<file path="src/rtl/apb_slave_mem.sv">
// APB3 completer backed by a byte-wide register memory.
// It inserts fixed PREADY wait states, reports out-of-range addresses on PSLVERR, and counts those error responses.
module apb_slave_mem #(
  parameter int DATA_W      = 8,
  parameter int ADDR_W      = 8,
  parameter int DEPTH       = 192,
  parameter int WAIT_CYCLES = 2
) (
  input  logic              PCLK,
  input  logic              PRESET,
  input  logic              PSEL,
  input  logic              PENABLE,
  input  logic              PWRITE,
  input  logic [ADDR_W-1:0] PADDR,
  input  logic [DATA_W-1:0] PWDATA,
  output logic [DATA_W-1:0] PRDATA,
  output logic              PREADY,
  output logic              PSLVERR,
  output logic [7:0]        err_count
);

  localparam int IDX_W = (DEPTH > 1) ? $clog2(DEPTH) : 1;

  typedef enum logic {IDLE, ACCESS} state_e;

  state_e            state_q;
  logic [ADDR_W-1:0] addr_q;
  logic              wr_q;
  logic [DATA_W-1:0] wdata_q;
  logic              err_q;
  logic [3:0]        cnt_q;
  logic              ready_q;
  logic              slverr_q;
  logic [DATA_W-1:0] rdata_q;
  logic [7:0]        errcnt_q;
  logic [DATA_W-1:0] mem_q [DEPTH];

  logic              setup_err_d;
  logic [DATA_W-1:0] setup_rdata_d;
  logic [DATA_W-1:0] acc_rdata_d;

  // The extra MSB keeps the range check correct when DEPTH == 2**ADDR_W.
  assign setup_err_d   = ({1'b0, PADDR} >= (ADDR_W+1)'(DEPTH));
  assign setup_rdata_d = (!PWRITE && !setup_err_d) ? mem_q[PADDR[IDX_W-1:0]] : '0;
  assign acc_rdata_d   = (!wr_q && !err_q) ? mem_q[addr_q[IDX_W-1:0]] : '0;

  always_ff @(posedge PCLK) begin
    if (PRESET) begin
      state_q  <= IDLE;
      addr_q   <= '0;
      wr_q     <= 1'b0;
      wdata_q  <= '0;
      err_q    <= 1'b0;
      cnt_q    <= '0;
      ready_q  <= 1'b0;
      slverr_q <= 1'b0;
      rdata_q  <= '0;
      errcnt_q <= '0;
      for (int i = 0; i < DEPTH; i++) mem_q[i] <= '0;
    end else if (PSEL && !PENABLE) begin
      // A setup phase is taken from either state; one seen in ACCESS drops the old transfer.
      state_q <= ACCESS;
      addr_q  <= PADDR;
      wr_q    <= PWRITE;
      wdata_q <= PWDATA;
      err_q   <= setup_err_d;
      if (WAIT_CYCLES == 0) begin
        ready_q  <= 1'b1;
        slverr_q <= setup_err_d;
        rdata_q  <= setup_rdata_d;
        cnt_q    <= '0;
      end else begin
        ready_q  <= 1'b0;
        slverr_q <= 1'b0;
        rdata_q  <= '0;
        cnt_q    <= 4'(WAIT_CYCLES);
      end
    end else if (state_q == ACCESS) begin
      if (!PSEL) begin
        state_q  <= IDLE;
        ready_q  <= 1'b0;
        slverr_q <= 1'b0;
        rdata_q  <= '0;
      end else if (!ready_q) begin
        if (cnt_q > 4'd1) begin
          cnt_q <= cnt_q - 4'd1;
        end else begin
          ready_q  <= 1'b1;
          slverr_q <= err_q;
          rdata_q  <= acc_rdata_d;
        end
      end else begin
        if (wr_q && !err_q) mem_q[addr_q[IDX_W-1:0]] <= wdata_q;
        if (err_q && (errcnt_q != 8'hFF)) errcnt_q <= errcnt_q + 8'd1;
        state_q  <= IDLE;
        ready_q  <= 1'b0;
        slverr_q <= 1'b0;
        rdata_q  <= '0;
      end
    end
  end

  assign PRDATA    = rdata_q;
  assign PREADY    = ready_q;
  assign PSLVERR   = slverr_q;
  assign err_count = errcnt_q;

endmodule

</file>
<file path="config.mk">
export PLATFORM = sky130hd
export DESIGN_NAME = apb_slave_mem
export DESIGN_NICKNAME = d
export VERILOG_FILES = /design/src/rtl/apb_slave_mem.sv
export SDC_FILE = /design/constraint.sdc
export NUM_CORES = 2
export LEC_CHECK = 0
export CORE_MARGIN = 5
export CORE_UTILIZATION = 46
export DETAILED_ROUTE_END_ITERATION = 8
export MAX_ROUTING_LAYER = met4
export REMOVE_ABC_BUFFERS = 1
export SKIP_CTS_REPAIR_TIMING = 1
export SYNTH_ARGS = -nofsm -noshare
export SYNTH_HDL_FRONTEND = slang
export SYNTH_SLANG_ARGS = --single-unit
</file>
<file path="constraint.sdc">
create_clock -name PCLK -period 7.5 [get_ports PCLK]
set_input_delay 1.125 -clock PCLK [delete_from_list [all_inputs] [get_ports PCLK]]
set_output_delay 1.125 -clock PCLK [all_outputs]
set_load 0.03 [all_outputs]
</file>
# Word-level counts from Yosys, hierarchy flattened
# Memory sizes are Yosys's and may differ from the RTL's. A register that Yosys moved wholly into a read port is not among the register bits.
# Cells that the tools add are included.
[word_totals] register_bits=41 word_cells=70 n_memories=1 ram_bits=1536
[classes] bitwise_logic=2 n_addsub=2 reduce_logical=16 n_mux=33 order_cmp=2 n_eq_ne=3
[mem_list] memory="mem_q" words=192 width=8 rd=1 rd_ports_with_merged_regs=1 wr=192 line="36" source="logic [DATA_W-1:0] mem_q [DEPTH];"
[ops] op="two-way mux 8 bit" count=8
[ops] op="two-way mux 1 bit" count=20
[ops] op="two-way mux 2 bit" count=5
[ops] op="adder 8 x 1 -> 8 bit (second input constant)" count=1
[ops] op="greater-or-equal comparator 8 bit (second input constant)" count=1
[ops] op="!= test 8 bit (second input constant)" count=1
[ops] op="AND reduction 4 bit" count=2
[ops] op="OR reduction 8 bit" count=1
[ops] op="nonzero test 2 bit" count=3
[ops] op="AND reduction 5 bit" count=1
[ops] op="> comparator 4 x 1 -> 1 bit (second input constant)" count=1
[ops] op="logical AND 1 bit" count=4
[ops] op="subtractor 4 x 1 -> 4 bit (second input constant)" count=1
[ops] op="logical NOT 1 bit" count=3
[ops] op="!= test 3 bit (second input constant)" count=1
[ops] op="!= test 2 x 1 -> 1 bit (second input constant)" count=1
[ops] op="NOT 1 bit" count=2
[ops] op="AND reduction 2 bit" count=1
[ops] op="OR reduction 2 bit" count=1

# Depth between registers and ports, before layout
[logic_depth] depth_word=11 ltp_mapped=12

# Least setup slack after synthesis
# No wires, ideal clock.
[synth_timing] kind="input to register" from="in PRESET" to="mem mem_q[16][0], enable pin" setup_slack_ns=4.145 arrival_time_ns=3.029 stages=7 required_ns=7.174 path_buffers=3 cell_sequence="clkbuf_1 -> or4b_4 -> or3_4 -> nor3_4 -> buf_4 -> buf_4 -> a21o_1"
[synth_rtl] element="start: declaration" line="10" source="input logic PRESET,"
[synth_rtl] element="end: declaration" line="36"

==> results.yml <==
final_layout:
  nNetsFinal: 5720
  layout.core_utilization_pct: 50.7
  fill_cells: 16600
  syn2layout_area_growth_pct: 9.53
  drive_gt1_share_pct: 16.3
detailed_routing:
  ant_nets: 0
  drc: 0
  num_vias: 54200
  post_drt_wl_per_cell_um: 30.0
  drt_iter0_markers: 6546
  drt_wl_total_um: 257000
  drt_pass1_iterations: 6
  via_per_inst: 6.34
sta:
  holdWs_ps: 463
  clock_skew_ps: 29.3
  max_freq_ghz: 0.221
  setup_violations: 0
  period_needed_ps: 4520
  drv_slew: 0
  relSlewSlack_pct: 22.5
  hold_viol: 0
  rsz0062_at_grt: "no"
  tightestPinTransition_ps: 1160
  min_period_over_period_pct: 60.3
setup_path:
  crit_end: "PRDATA[2]"
  reg2reg_to: "PRDATA[2]"
  end_kind: "flip-flop"
  reg2reg_depth: 9
  r2r_slack_ps: 2980
  cp-start-kind: "flip-flop"
  critical_path_class: "reg -> reg"
  arrival_ps: 5260
  critPathMaxFanout: 88
  crit_required_ps: 8240
synth:
  synth_seq_area_share_pct: 66.5
  synth.cell_area_um2: 93900
  synth_compound_area_share_pct: 4.60
  synth.avg_cell_area_um2: 15.5
  yosysTopAreaCell: "edfxtp_1"
  yosys-top-cells-area: "edfxtp_1 65%, mux4_2 11%, and3_1 10%, clkbuf_1 2.4%, mux2i_1 2.2%"
  synthFlopType: "edfxtp_1"
  synth_top_area_share_pct: 65.5
  synth_mux_area_share_pct: 12.8
  synth-seq-cells: 2097
  synth-xor-area-share_pct: 0.0839
  ys_async_sr_fraction_pct: 0
  ys_warn_count: 0
  syn_inst: 6058
  synth_common_cells: "2048 x edfxtp_1, 1540 x and3_1, 592 x clkbuf_1, 440 x mux4_2, 204 x mux2i_1"
  synth_edf_count: 2048
  synthSimpleGateAreaFrac_pct: 12.2
  yosys.cell_types.count: 69
  synthAdderAreaFrac_pct: 0.0400
  synth_top_family_by_area: "multiplexers"
  synth_most_common_cell: "edfxtp_1"
die:
  fp.dieArea_um2: 213000
  rows: 165
  fp.dieH_um: 462
  coreArea_um2: 203000
  start_util_pct: 46.3
  die_x_um: 462
  io-pin-count: 39
placement:
  gp_congestion: 0.838
  hpwlAfterDp_um: 151000
  io_buffer_count: 38
global_routing:
  grt_pass1_wl_um: 377000
  grt_max_degree: 171
  grt.total_usage_pct: 24.6
  antenna_found_initial: 9
  gr-total-overflow: 0
  grt_pass1_vias: 53700
pwr:
  p_leak_uw: 0.0405
  power_uw: 25600
  ir_drop_uv: 237
  cellPowerDensity_nw_per_um2: 249
run:
  drv_cap: 0
outcome:
  outcome: "complete, no violations"
clocking:
  cts_buffers: 216
  cts_num_sinks: 2097
  clkLatencyLatePin_ps: 850
  cts_max_level: 4
  clkTransAtPathRegs_ps: 60
  clk_path_buf_depth: 3
  cts_root_buf: "clkbuf_16"
  tritoncts: "yes"
hold_path:
  hold_class: "reg -> reg"
report_power, final:
part	internal [uW]	switching [uW]	leakage, uW
sequential	13100	159	0.0214
combinational	438	921	0.0156
clock	6400	4580	0.00349
total	19900	5660	0.0405
cell usage in the layout, fill, tap and decap left out, drive strengths merged, types with 49 or more instances in the layout:
master,synthesis,layout
clkbuf,595,275
o221ai,80,80
clkinv,0,89
and3,1540,1540
a21oi,116,116
a22oi,70,70
buf,161,139
nor2,121,121
mux4,440,440
dfxtp,49,49
edfxtp,2048,2048
mux2i,204,204
nand2,125,125
a21o,197,197
cell families after synthesis:
| family | count (synthesis) |
|---|---|
| flops | 2097 |
| buf+inv | 765 |
| fa+ha+maj | 3 |
| xor+xnor | 9 |
| mux | 650 |
| simple gates | 1916 |
| compound gates | 618 |
metrics by stage:
step,setup slack [ps],instance area [um^2],instances,setup TNS (ps)
2_1_floorplan,-18220,90400,5302,-281170
3_3_place_gp,2370,95700,8150,0
3_5_place_dp,2300,95700,8150,0
4_1_cts,2960,103000,8558,0
5_1_grt,2860,103000,8560,0
6_report,2980,103000,8562,0
area by class of cell:
class                   instances  area (um^2)  area share (%)
inverters                       9         33.8          0.0328
well taps                    2672         3340            3.25
flip-flops and latches       2097        62500            60.8
multi-input cells            3196        28100            27.3
diodes                          4         10.0         0.00973
clock inverters               133         1400            1.36
repair buffers                176         1670            1.63
clock buffers                 275         5780            5.62
flip-flops by register name, summed over array words and instances (netlist names), named ones only:
| signal | flops |
|---|---|
| PRDATA | 8 |
| PSLVERR | 1 |
| err_q | 1 |
| wr_q | 1 |
| PREADY | 1 |
| err_count | 8 |
| wdata_q | 8 |
| addr_q | 8 |
| cnt_q | 4 |
| mem_q | 2048 |
| state_q | 1 |
layer usage:
layer / share of wire [%] / track usage [%]
met3: 7.0 / 3.45
met2: 48 / 38.7
met5: 0 / -
met4: 2.4 / 6.09
met1: 42 / 34.3
worst max-delay path: stages (launching register included):
cell       delay (ps)
dfxtp_4           620
buf_12            550
buf_4             680
mux2_2            350
o22ai_1            90
a2111oi_0         970
nor3_1            110
nand3_1           480
o2111ai_1         200
o31ai_1           280
worst min-delay path by stage:
stage / from / end / slack, ps / cells past startpoint
2_1_floorplan: wr_q / wr_q / 440 / 2
3_3_place_gp: PRDATA[7] / PRDATA[7] / 440 / 2
3_5_place_dp: PRDATA[7] / PRDATA[7] / 450 / 2
4_1_cts: PRDATA[7] / PRDATA[7] / 460 / 2
5_1_grt: PRDATA[0] / PRDATA[0] / 490 / 2
6_report: PRDATA[7] / PRDATA[7] / 460 / 2
No activity file was read; power rests on OpenSTA's default activity.
